File: src/rtl/store_queue_drain.sv
// Circular store queue: dispatch allocates in order, address RS and CDB fill entries,
// ROB commit marks them, and committed entries drain one at a time to the dcache write port.
package sq_pkg;
  typedef enum logic [2:0] {ST_SB = 3'b000, ST_SH = 3'b001, ST_SW = 3'b010} store_f3_t;
endpackage

module store_queue_drain
  import sq_pkg::*;
#(
  parameter int SQ_DEPTH              = 8,
  parameter int STORE_QUEUE_PTR_WIDTH = 3,
  parameter int PHYSICAL_REG_WIDTH    = 6
) (
  input  logic                             clk,
  input  logic                             rst,
  input  logic                             sq_alloc,
  input  logic [PHYSICAL_REG_WIDTH-1:0]    alloc_data_tag,
  input  logic                             alloc_data_valid,
  input  logic [31:0]                      alloc_data,
  output logic [STORE_QUEUE_PTR_WIDTH-1:0] sq_alloc_idx,
  output logic                             sq_full,
  input  logic                             store_address_ready,
  input  logic [STORE_QUEUE_PTR_WIDTH-1:0] SQ_entry_idx,
  input  logic [31:0]                      addr_v_in,
  input  logic [3:0]                       wmask_in,
  input  store_f3_t                        store_type,
  input  logic                             cdb_valid,
  input  logic [PHYSICAL_REG_WIDTH-1:0]    cdb_tag,
  input  logic [31:0]                      cdb_data,
  input  logic                             rob_commit_store,
  input  logic                             flush,
  output logic                             dmem_write,
  output logic [31:0]                      dmem_addr,
  output logic [3:0]                       dmem_wmask,
  output logic [31:0]                      dmem_wdata,
  input  logic                             dmem_resp,
  output logic                             sq_empty
);
  localparam int PW = STORE_QUEUE_PTR_WIDTH;
  typedef logic [PW:0] ptr_t;

  typedef struct packed {
    logic                          valid;
    logic                          addr_valid;
    logic                          data_valid;
    logic                          committed;
    logic [PHYSICAL_REG_WIDTH-1:0] tag;
    logic [29:0]                   waddr;
    logic [3:0]                    wmask;
    store_f3_t                     st;
    logic [31:0]                   data;
  } sq_entry_t;

  typedef enum logic {IDLE, WRITE} state_t;

  sq_entry_t q    [SQ_DEPTH];
  sq_entry_t q_nx [SQ_DEPTH];
  ptr_t      head, cmt, tail, cmt_nx;
  state_t    state, state_nx;
  logic      do_alloc, do_commit, pop, head_ok, load, alloc_hit;
  logic      unused_addr_lsb;

  assign unused_addr_lsb = ^addr_v_in[1:0];

  assign sq_empty     = (head == tail);
  assign sq_full      = (head[PW] != tail[PW]) && (head[PW-1:0] == tail[PW-1:0]);
  assign sq_alloc_idx = tail[PW-1:0];
  assign do_alloc     = sq_alloc && !sq_full && !flush;
  assign do_commit    = rob_commit_store && (cmt != tail);
  assign cmt_nx       = cmt + ptr_t'(do_commit);
  assign pop          = (state == WRITE) && dmem_resp;
  assign alloc_hit    = cdb_valid && (cdb_tag == alloc_data_tag);
  assign head_ok      = q[head[PW-1:0]].valid && q[head[PW-1:0]].committed &&
                        q[head[PW-1:0]].addr_valid && q[head[PW-1:0]].data_valid;
  assign dmem_write   = (state == WRITE);

  function automatic logic [31:0] lanes(store_f3_t t, logic [31:0] d);
    case (t)
      ST_SB:   return {4{d[7:0]}};
      ST_SH:   return {2{d[15:0]}};
      default: return d;
    endcase
  endfunction

  always_comb begin
    for (int i = 0; i < SQ_DEPTH; i++) begin
      q_nx[i] = q[i];
      if (store_address_ready && q[i].valid && SQ_entry_idx == PW'(i)) begin
        q_nx[i].waddr      = addr_v_in[31:2];
        q_nx[i].wmask      = wmask_in;
        q_nx[i].st         = store_type;
        q_nx[i].addr_valid = 1'b1;
      end
      if (cdb_valid && q[i].valid && !q[i].data_valid && q[i].tag == cdb_tag) begin
        q_nx[i].data       = cdb_data;
        q_nx[i].data_valid = 1'b1;
      end
      if (do_commit && cmt[PW-1:0] == PW'(i))
        q_nx[i].committed = 1'b1;
      if (pop && head[PW-1:0] == PW'(i))
        q_nx[i].valid = 1'b0;
      // Squash the uncommitted window [new commit, tail) by distance from the commit pointer.
      if (flush && ({1'b0, PW'(i) - cmt_nx[PW-1:0]} < (tail - cmt_nx)))
        q_nx[i].valid = 1'b0;
      if (do_alloc && tail[PW-1:0] == PW'(i)) begin
        q_nx[i].valid      = 1'b1;
        q_nx[i].addr_valid = 1'b0;
        q_nx[i].committed  = 1'b0;
        q_nx[i].tag        = alloc_data_tag;
        q_nx[i].data_valid = alloc_data_valid || alloc_hit;
        q_nx[i].data       = alloc_data_valid ? alloc_data : cdb_data;
      end
    end
  end

  always_ff @(posedge clk or posedge rst) begin
    if (rst) begin
      for (int i = 0; i < SQ_DEPTH; i++) q[i] <= '0;
      head <= '0;
      cmt  <= '0;
      tail <= '0;
    end else begin
      for (int i = 0; i < SQ_DEPTH; i++) q[i] <= q_nx[i];
      if (pop) head <= head + ptr_t'(1);
      cmt  <= cmt_nx;
      tail <= flush ? cmt_nx : tail + ptr_t'(do_alloc);
    end
  end

  always_comb begin
    state_nx = state;
    load     = 1'b0;
    case (state)
      IDLE:  if (head_ok) begin
               state_nx = WRITE;
               load     = 1'b1;
             end
      WRITE: if (dmem_resp) state_nx = IDLE;
      default: state_nx = IDLE;
    endcase
  end

  always_ff @(posedge clk or posedge rst) begin
    if (rst) begin
      state      <= IDLE;
      dmem_addr  <= '0;
      dmem_wmask <= '0;
      dmem_wdata <= '0;
    end else begin
      state <= state_nx;
      if (load) begin
        dmem_addr  <= {q[head[PW-1:0]].waddr, 2'b00};
        dmem_wmask <= q[head[PW-1:0]].wmask;
        dmem_wdata <= lanes(q[head[PW-1:0]].st, q[head[PW-1:0]].data);
      end
    end
  end

  a_commit_has_entry: assert property (@(posedge clk) disable iff (rst)
    rob_commit_store |-> (cmt != tail));

endmodule

File: config.mk
export PLATFORM = sky130hd
export DESIGN_NAME = store_queue_drain
export DESIGN_NICKNAME = d
export VERILOG_FILES = /design/src/rtl/store_queue_drain.sv
export SDC_FILE = /design/constraint.sdc
export NUM_CORES = 2
export LEC_CHECK = 0
export CAP_MARGIN = 40
export CORE_UTILIZATION = 35
export CTS_CLUSTER_DIAMETER = 100
export DETAILED_ROUTE_END_ITERATION = 8
export PLACE_DENSITY = 0.56
export SYNTH_ARGS = -nofsm -noshare
export SYNTH_HDL_FRONTEND = slang
export SYNTH_SLANG_ARGS = --single-unit
File: constraint.sdc
create_clock -name clk -period 63.7 [get_ports clk]
set_clock_uncertainty 0.2 [all_clocks]
set_input_delay 9.555 -clock clk [delete_from_list [all_inputs] [get_ports clk]]
set_output_delay 9.555 -clock clk [all_outputs]
set_load 0.05 [all_outputs]
==> results.sh <==
export IMPL_status="finished, final reports clean"
export IMPL_start_util=0.354
export IMPL_rsz0062_at_grt="no"
export IMPL_drive_gt1_frac=0.230
export IMPL_drtAntennaViolNets=0
export IMPL_switching_share=0.362
export IMPL_insertion_delay_ns=0.64
export IMPL_grt_total_usage=0.197
export IMPL_drt_first_pass_iters=7
export IMPL_powerDensity_nw_per_um2=49.4
export IMPL_drt_initial_drc_count=1683
export IMPL_die_h_um=317
export IMPL_numPortBuffers=196
export IMPL_syn_avg_cell_area_um2=11.7
export IMPL_worstPathArrival_ns=2.85
export IMPL_ios=201
export IMPL_pwr_share_clk=0.237
export IMPL_grt_pass1_vias=23800
export IMPL_wirelength_um=98700
export IMPL_p_seq_frac=0.374
export IMPL_gr_total_overflow=0
export IMPL_die_area_um2=101000
export IMPL_hold_buffers=0
export IMPL_p_leak_nw=19.1
export IMPL_via_count=23400
export IMPL_num_rows=115
export IMPL_r2r_start="tail[2]$_DFF_PP0_"
export IMPL_final_common_cell="dfrtp_1"
export IMPL_critPathRequiredTime_ns=53.95
export IMPL_antenna_found_initial=10
export IMPL_power_mw=2.02
export IMPL_synth_main_ff_cell="dfrtp_1"
export IMPL_worstSetupStartpoint="head[2]$_DFFE_PP0P_"
export IMPL_cts_setup_buffers=0
export IMPL_vias_per_cell=5.28
export IMPL_drv_cap=0
export IMPL_cts_buffers=82
export IMPL_start_kind="register"
export IMPL_wl_per_cell_um=22.3
export IMPL_fin_tns_setup_ns=0
export IMPL_fmax_mhz=79.3
export IMPL_netlist_area_um2=34800
export IMPL_pwr_share_comb=0.389
export IMPL_synth_warnings=0
export IMPL_clock_sinks=711
export IMPL_cts_tree="built"
export IMPL_setup_viol=0
export IMPL_grt_pass1_wl_um=150000
export IMPL_hold_path_class="register to register"
export IMPL_yosysSeqAreaShare=0.511
export IMPL_hp_start="dmem_addr[27]$_DFFE_PP0P_"
export IMPL_path_max_fanout=36
export IMPL_drv_slew=0
export IMPL_dp_hpwl_um=58000
export IMPL_cts_htree_levels=3
export IMPL_relSlewSlack=0.359
export IMPL_clock_tree_buffer_depth=3
export IMPL_synth_cell_types=59
export IMPL_worst_pin_slew_ns=0.962
export IMPL_hold_viol=0
export IMPL_syn_instance_count=2978
export IMPL_path_class="register to primary output"
export IMPL_nets=3225
export IMPL_p_switching_uw=731
export IMPL_synth_edff_count=0
export IMPL_gp_congestion=0.753
export IMPL_cts_root_buffer="clkbuf_16"
export IMPL_clk_pin_slew_ns=0.05
export IMPL_crit_path_end_kind="primary output"
export IMPL_final_period_utilization=0.198
export IMPL_core_area_um2=98400
export IMPL_drc=0
export IMPL_async_flop_share=1.00
export IMPL_peakVddDrop_uv=26.7
export IMPL_internal_power_mw=1.29
export IMPL_cts_resized_gates=0
export IMPL_mostFrequentLayoutCells="dfrtp_1 (708), nand2_1 (512), mux2_2 (359)"
export IMPL_die_w_um=317
export IMPL_grt_start_max_net_pins=111
export IMPL_synth_ff_latch_count=711
export IMPL_timing_hold_ws_ns=0.277
export IMPL_synthToLayoutAreaGrowth_pct=17.4
export IMPL_fin_crit_ns=12.60
[metal layers]
metal  global-route usage  vias to the layer above  routed length [um]
li1                     -                    10700                   -
met1                0.272                    12000               44400
met2                0.319                      521               47000
met3               0.0340                      133                5130
met4               0.0544                       16                2060
met5                    0                        -                  98
[cell type report]
type,count,area (um2)
diodes,1,2.50
clock buffers,122,2400
clock inverters,29,348
fillers,9314,57600
inverters,31,125
multi-input cells,1991,15900
flip-flops and latches,711,17800
well taps,1287,1610
repair buffers,257,2720
[stage by stage]
step / cells / setup slack (ns) / utilization / instance area, um2
2_1_floorplan: 2979 / 34.00 / - / 34800
3_3_place_gp: 4261 / 49.81 / 0.383 / 37700
3_5_place_dp: 4277 / 50.54 / 0.387 / 38100
4_1_cts: 4428 / 51.05 / 0.415 / 40900
5_1_grt: 4429 / 50.91 / 0.415 / 40900
6_report: 4429 / 51.10 / 0.415 / 40900
[worst max-delay path, cell delays in order (launching register included)]
cell and delay [ns]:
dfrtp_4 0.72, xnor2_1 0.39, nand3_1 0.16, nor2b_1 0.13
clkdlybuf4s50_1 0.81
[state kept, by name (all words and copies together), names as in the netlist]
register	cells
cmt	4
dmem_addr	30
dmem_wdata	32
dmem_wmask	4
dmem_write	1
head	4
q	632
tail	4
[path summary, 6_finish.rpt]
path / end / cells past startpoint / slack (ns)
min in group asynchronous: q[536]$_DFFE_PP0P_ / 2 / 9.29
max: sq_full / 4 / 51.10
max in group asynchronous: q[483]$_DFFE_PP0P_ / 7 / 51.62
min: dmem_addr[27]$_DFFE_PP0P_ / 2 / 0.28
min reg2reg: dmem_addr[27]$_DFFE_PP0P_ / 2 / 0.28
max reg2reg: q[315]$_DFFE_PP0P_ / 14 / 59.23
[kinds of logic after synthesis]
kind of cell	Yosys count	share of synthesized area
and+or+nand+nor	762	0.0892
muxes	731	0.273
DFF	711	0.511
AOI/OAI and AO/OA	394	0.0627
buffers and inverters	277	0.0352
xor gates and xnor gates	76	0.0193
adders and majority gates	26	0.00942
other	1	0.000108
[power groups by stage]
stage	clock network [mW]	registers (mW)	logic, mW
6_report	0.478	0.754	0.786
3_5_place_dp	0	0.760	0.792
4_1_cts	0.489	0.753	0.795
3_3_place_gp	0	0.756	0.771
5_1_grt	0.508	0.777	0.861
2_1_floorplan	0	0.763	0.558
[synthesized netlist by cell type, types with 4 or more instances]
cell	number	area (um2)
a31oi_1	98	613
mux2_1	8	90.1
nand2_1	512	1920
xnor2_1	30	263
nand2b_1	4	25.0
nand3_1	15	75.1
and2_1	4	25.0
buf_1	13	48.8
o21ai_1	24	120
nand4_1	20	125
inv_1	26	97.6
dfrtp_1	711	17800
buf_4	15	113
nor2b_1	7	43.8
a21oi_1	62	310
o21ai_0	189	946
nor2_1	153	574
ha_1	23	288
nor3_1	20	100
mux2_2	359	4040
clkbuf_1	126	473
xor2_1	45	394
and2_0	8	50.1
a31o_2	5	43.8
buf_2	90	450
nor3b_1	4	30.0
mux4_2	135	3040
mux2i_1	226	2260
Note: power is estimated with default switching activity, not from simulation.
==> edit 1, RTL diff (same settings) <==
Make the reset (`rst`) synchronous in 2 clocked blocks.
--- a/src/rtl/store_queue_drain.sv
+++ b/src/rtl/store_queue_drain.sv
@@ -113,7 +113,7 @@
     end
   end
 
-  always_ff @(posedge clk or posedge rst) begin
+  always_ff @(posedge clk) begin
     if (rst) begin
       for (int i = 0; i < SQ_DEPTH; i++) q[i] <= '0;
       head <= '0;
@@ -140,7 +140,7 @@
     endcase
   end
 
-  always_ff @(posedge clk or posedge rst) begin
+  always_ff @(posedge clk) begin
     if (rst) begin
       state      <= IDLE;
       dmem_addr  <= '0;
Check against the original RTL: not settled (the Yosys comparison gave no result); the edit may change what the design does.
==> edit 1 against the original RTL <==
Sequential cell count increased by 3; sequential share of layout area decreased by 6.9 points; setup slack improved by 0.044 ns; global-route usage increased by 2.1 points; synthesized area decreased by 3.9%; routed wire length increased by 9.2%; cell area decreased by 4.6%; critical path type unchanged.
Power is not compared: it rests on default switching activity, and its combinational part moved more than twofold at a synthesized area within 25%.
==> edit 1: results (changes against the original RTL) <==
- Run status: finished, final reports clean (unchanged)
* Number of instances in the synthesized netlist: 3731 (was 2978)
- The share of the core filled with cells was 41.46% (was 41.52%).
- The cell count after placement is 4866 (was 4277).
- Worst r2r dst: dmem_wdata[13] (was q[315])
- The destination of the worst hold path was q[3][54] (was dmem_addr[27]).
- Met1 WL: 47600 microns (was 44360 microns)
- Slew Limit Headroom: 18.22% (was 35.86%)
* Routed Wire Length: 107800 microns (was 98680 microns)
- The critical path launch point is tail[1] (was head[2]).
- DRT iter0 DRCs: 2258 (was 1683)
* Time the final worst path needs with I/O delays and setup: 12.56 ns (was 12.60 ns)
- Inverters: 16 (was 31)
* Post-synthesis compound-gate area fraction: 13.71% (was 6.272%)
- The number of global-route vias before repair was 26280 (was 23840).
* Met2 track demand over resource: 36.21% (was 31.92%)
- The total iterations of the first detailed-routing run is 5 (was 7).
- Count of fill cells added during filler insertion: 9178 (was 9314)
- The number of vias per cell came to 5.393 (was 5.281).
- Arrival time at the worst endpoint: 2.81 ns (was 2.85 ns)
- Cell variety after synth: 57 (was 59)
- The xor-xnor portion of the synthesized cell area is 2.013% (was 1.935%).
* Clock buffer instance count of the final layout: 125 (was 122)
- The routing usage on met1 came to 29.04% (was 27.20%).
* Leading register cell type out of synthesis: dfxtp_1 (was dfrtp_1)
* Width of the chip: 311.1 microns (was 317.3 microns)
- Share of final layout cell area taken by clock buffers and inverters: 7.356% (was 6.731%)
- Fraction of the yosys area taken by sequential cells: 42.75% (was 51.14%)
- Multi-Input Combinational: 2617 (was 1991)
* CP Max Fanout: 17 (was 36)
- The register-to-register setup slack was 59.22 ns (was 59.23 ns).
* Hold_sp: q[3][54] (was dmem_addr[27])
- The HPWL after detailed placement is 60510 microns (was 57970 microns).
* Mux contribution to synthesized area: 19.26% (was 27.27%)
- Non-clock buffer total of the final layout: 265 (was 257)
- Top post-synthesis cells by area: dfxtp_1, mux4_2, nand2_1, mux2i_1, a211oi_1 (was dfrtp_1, mux2_2, mux4_2, mux2i_1, nand2_1)
- The arithmetic-cell share of the synthesized area counting full adders, half adders and majority gates came to 0.9805% (was 0.9422%).
- Routability congestion estimate: 0.7637 (was 0.7533)
* Fin cells: 5020 (was 4429)
* Routed met3 length: 6078 microns (was 5127 microns)
- The layout net count came to 3848 (was 3225).
- Share of layout cells above drive strength 1: 10.39% (was 22.99%)
* Worst Hold Slack: 0.2506 ns (was 0.2767 ns)
edit 1: cell types whose count changed after synthesis, sizes merged, moves of 56 or more:
| cell | delta |
|---|---|
| mux2 | -320 |
| nor2 | +228 |
| a211oi | +273 |
| buf | +56 |
| o21ai | -200 |
| a21oi | +315 |
| clkbuf | +83 |
| mux2i | +56 |
| dfrtp | -711 |
| a31oi | -96 |
| dfxtp | +714 |
| nand2 | +276 |
edit 1: cells by family (layout without fill, tap and decap cells):
| group | after synthesis | after routing |
|---|---|---|
| AND/OR/NAND/NOR | 1312 | 1312 |
| AO/OA/AOI/OAI | 734 | 734 |
| flip-flops | 714 | 714 |
| multiplexers | 467 | 467 |
| buffers and inverters | 401 | 432 |
| XOR/XNOR | 76 | 76 |
| adder cells (fa/ha/maj) | 26 | 26 |
| other | 1 | 5 |
edit 1: critical path, cell delays in order, from the launching register on:
cell and delay [ns]:
dfxtp_1 0.83, xnor2_1 0.23, nand3_1 0.13, nor2_1 0.15, clkdlybuf4s50_1 0.82
==> edit 2, RTL diff (config.mk and constraints unchanged) <==
Made on the original files. Change the parameter `SQ_DEPTH` from 8 to 4.
--- a/src/rtl/store_queue_drain.sv
+++ b/src/rtl/store_queue_drain.sv
@@ -7,7 +7,7 @@
 module store_queue_drain
   import sq_pkg::*;
 #(
-  parameter int SQ_DEPTH              = 8,
+  parameter int SQ_DEPTH              = 4,
   parameter int STORE_QUEUE_PTR_WIDTH = 3,
   parameter int PHYSICAL_REG_WIDTH    = 6
 ) (
Check against the original RTL: same outputs for any inputs over 4 cycles, from zero or initial values and one cycle with rst high; that may be too few to reach the edited logic, so the function may still have changed.
==> edit 2 against the original RTL <==
Core utilization increased by 2.0 points; via count shrank 45%; cell area shrank 45%; setup slack worse by 0.077 ns; sequential cell count shrank 316; synthesized area is 47% lower; sequential share of layout area is 0.39 points higher; non-clock buffer count decreased by 33; total power is 43% lower; hold slack improved by 0.0039 ns; routed wire length down 47%; critical path depth is the same; largest power group unchanged; highest routed layer unchanged.
==> edit 2: results (changes against the original RTL) <==
- Slew Limit Headroom: 42.22% (was 35.86%)
* Sequential cell area: 9892 sq um (was 17800 sq um)
* Met2 Wirelength: 25500 microns (was 47030 microns)
* Share of final layout cell area taken by clock buffers and inverters: 6.306% (was 6.731%)
* Beginning of the worst register-to-register path: tail[1] (was tail[2])
- Cell count of the worst hold path: 1 (was 2)
- Via count of the first global-routing pass: 13620 (was 23840)
- The area share of buffers outside the clock network is 10.19% (was 6.651%).
- The peak supply drop came to 0.00001987 V (was 0.00002668 V).
- Clk pwr: 253 uW (was 478 uW)
* Cell depth of the worst flop-to-flop path: 13 (was 14)
* Worst Hold Slack: 0.2805 ns (was 0.2767 ns)
* First-pass GRT wire length: 81900 microns (was 150400 microns)
- The critical path launch point is head[0] (was head[2]).
* Routability congestion estimate: 0.7896 (was 0.7533)
- Detailed Place HPWL: 32650 microns (was 57970 microns)
* Layout Nets: 1702 (was 3225)
* Power dissipated by switching net loads: 410.0 uW (was 731.1 uW)
- The post-route cell area is 22500 sq um (was 40860 sq um).
- Cell total after placement: 2188 (was 4277)
- DRT iter0 DRCs: 864 (was 1683)
* LEAKAGE: 0.009577 uW (was 0.01913 uW)
* Run status: finished, final reports clean (unchanged)
* CTS Buf Count: 46 (was 82)
- Met2 track demand over resource: 32.73% (was 31.92%)
- # H-tree levels: 2 (was 3)
* Global-route usage over all layers: 19.87% (was 19.72%)
* Registers with the most flip-flops: q (316), dmem_wdata (32), dmem_addr (30) (was q (632), dmem_wdata (32), dmem_addr (30))
==> edit 2: changes by cell type after synthesis, sizes merged, moves of 106 or more <==
| cell | delta |
|---|---|
| dfrtp | -316 |
| mux2 | -146 |
| mux2i | -226 |
| nand2 | -479 |
| nor2 | -106 |
| o21ai | -201 |
| o32ai | +127 |
==> edit 2: kinds of logic (layout without fill, tap and decap cells) <==
group                    after synthesis  count (layout)  share of synthesized area [%]
AO/OA/AOI/OAI                        330             330                          12.01
XOR/XNOR                              50              50                          2.415
adder cells (fa/ha/maj)               20              20                          1.384
buffers and inverters                162             347                          4.227
flip-flops                           395             395                          53.60
multiplexers                         294             294                          22.30
other                                  1               3                        0.02033
AND/OR/NAND/NOR                      146             146                          4.050
==> edit 2: critical path, delay by kind of cell (launching register included) <==
| family | cells | cell delay [ns] |
|---|---|---|
| xor gates and xnor gates | 1 | 0.26 |
| buffers and inverters | 1 | 0.83 |
| DFF | 1 | 0.96 |
| and+or+nand+nor | 2 | 0.31 |
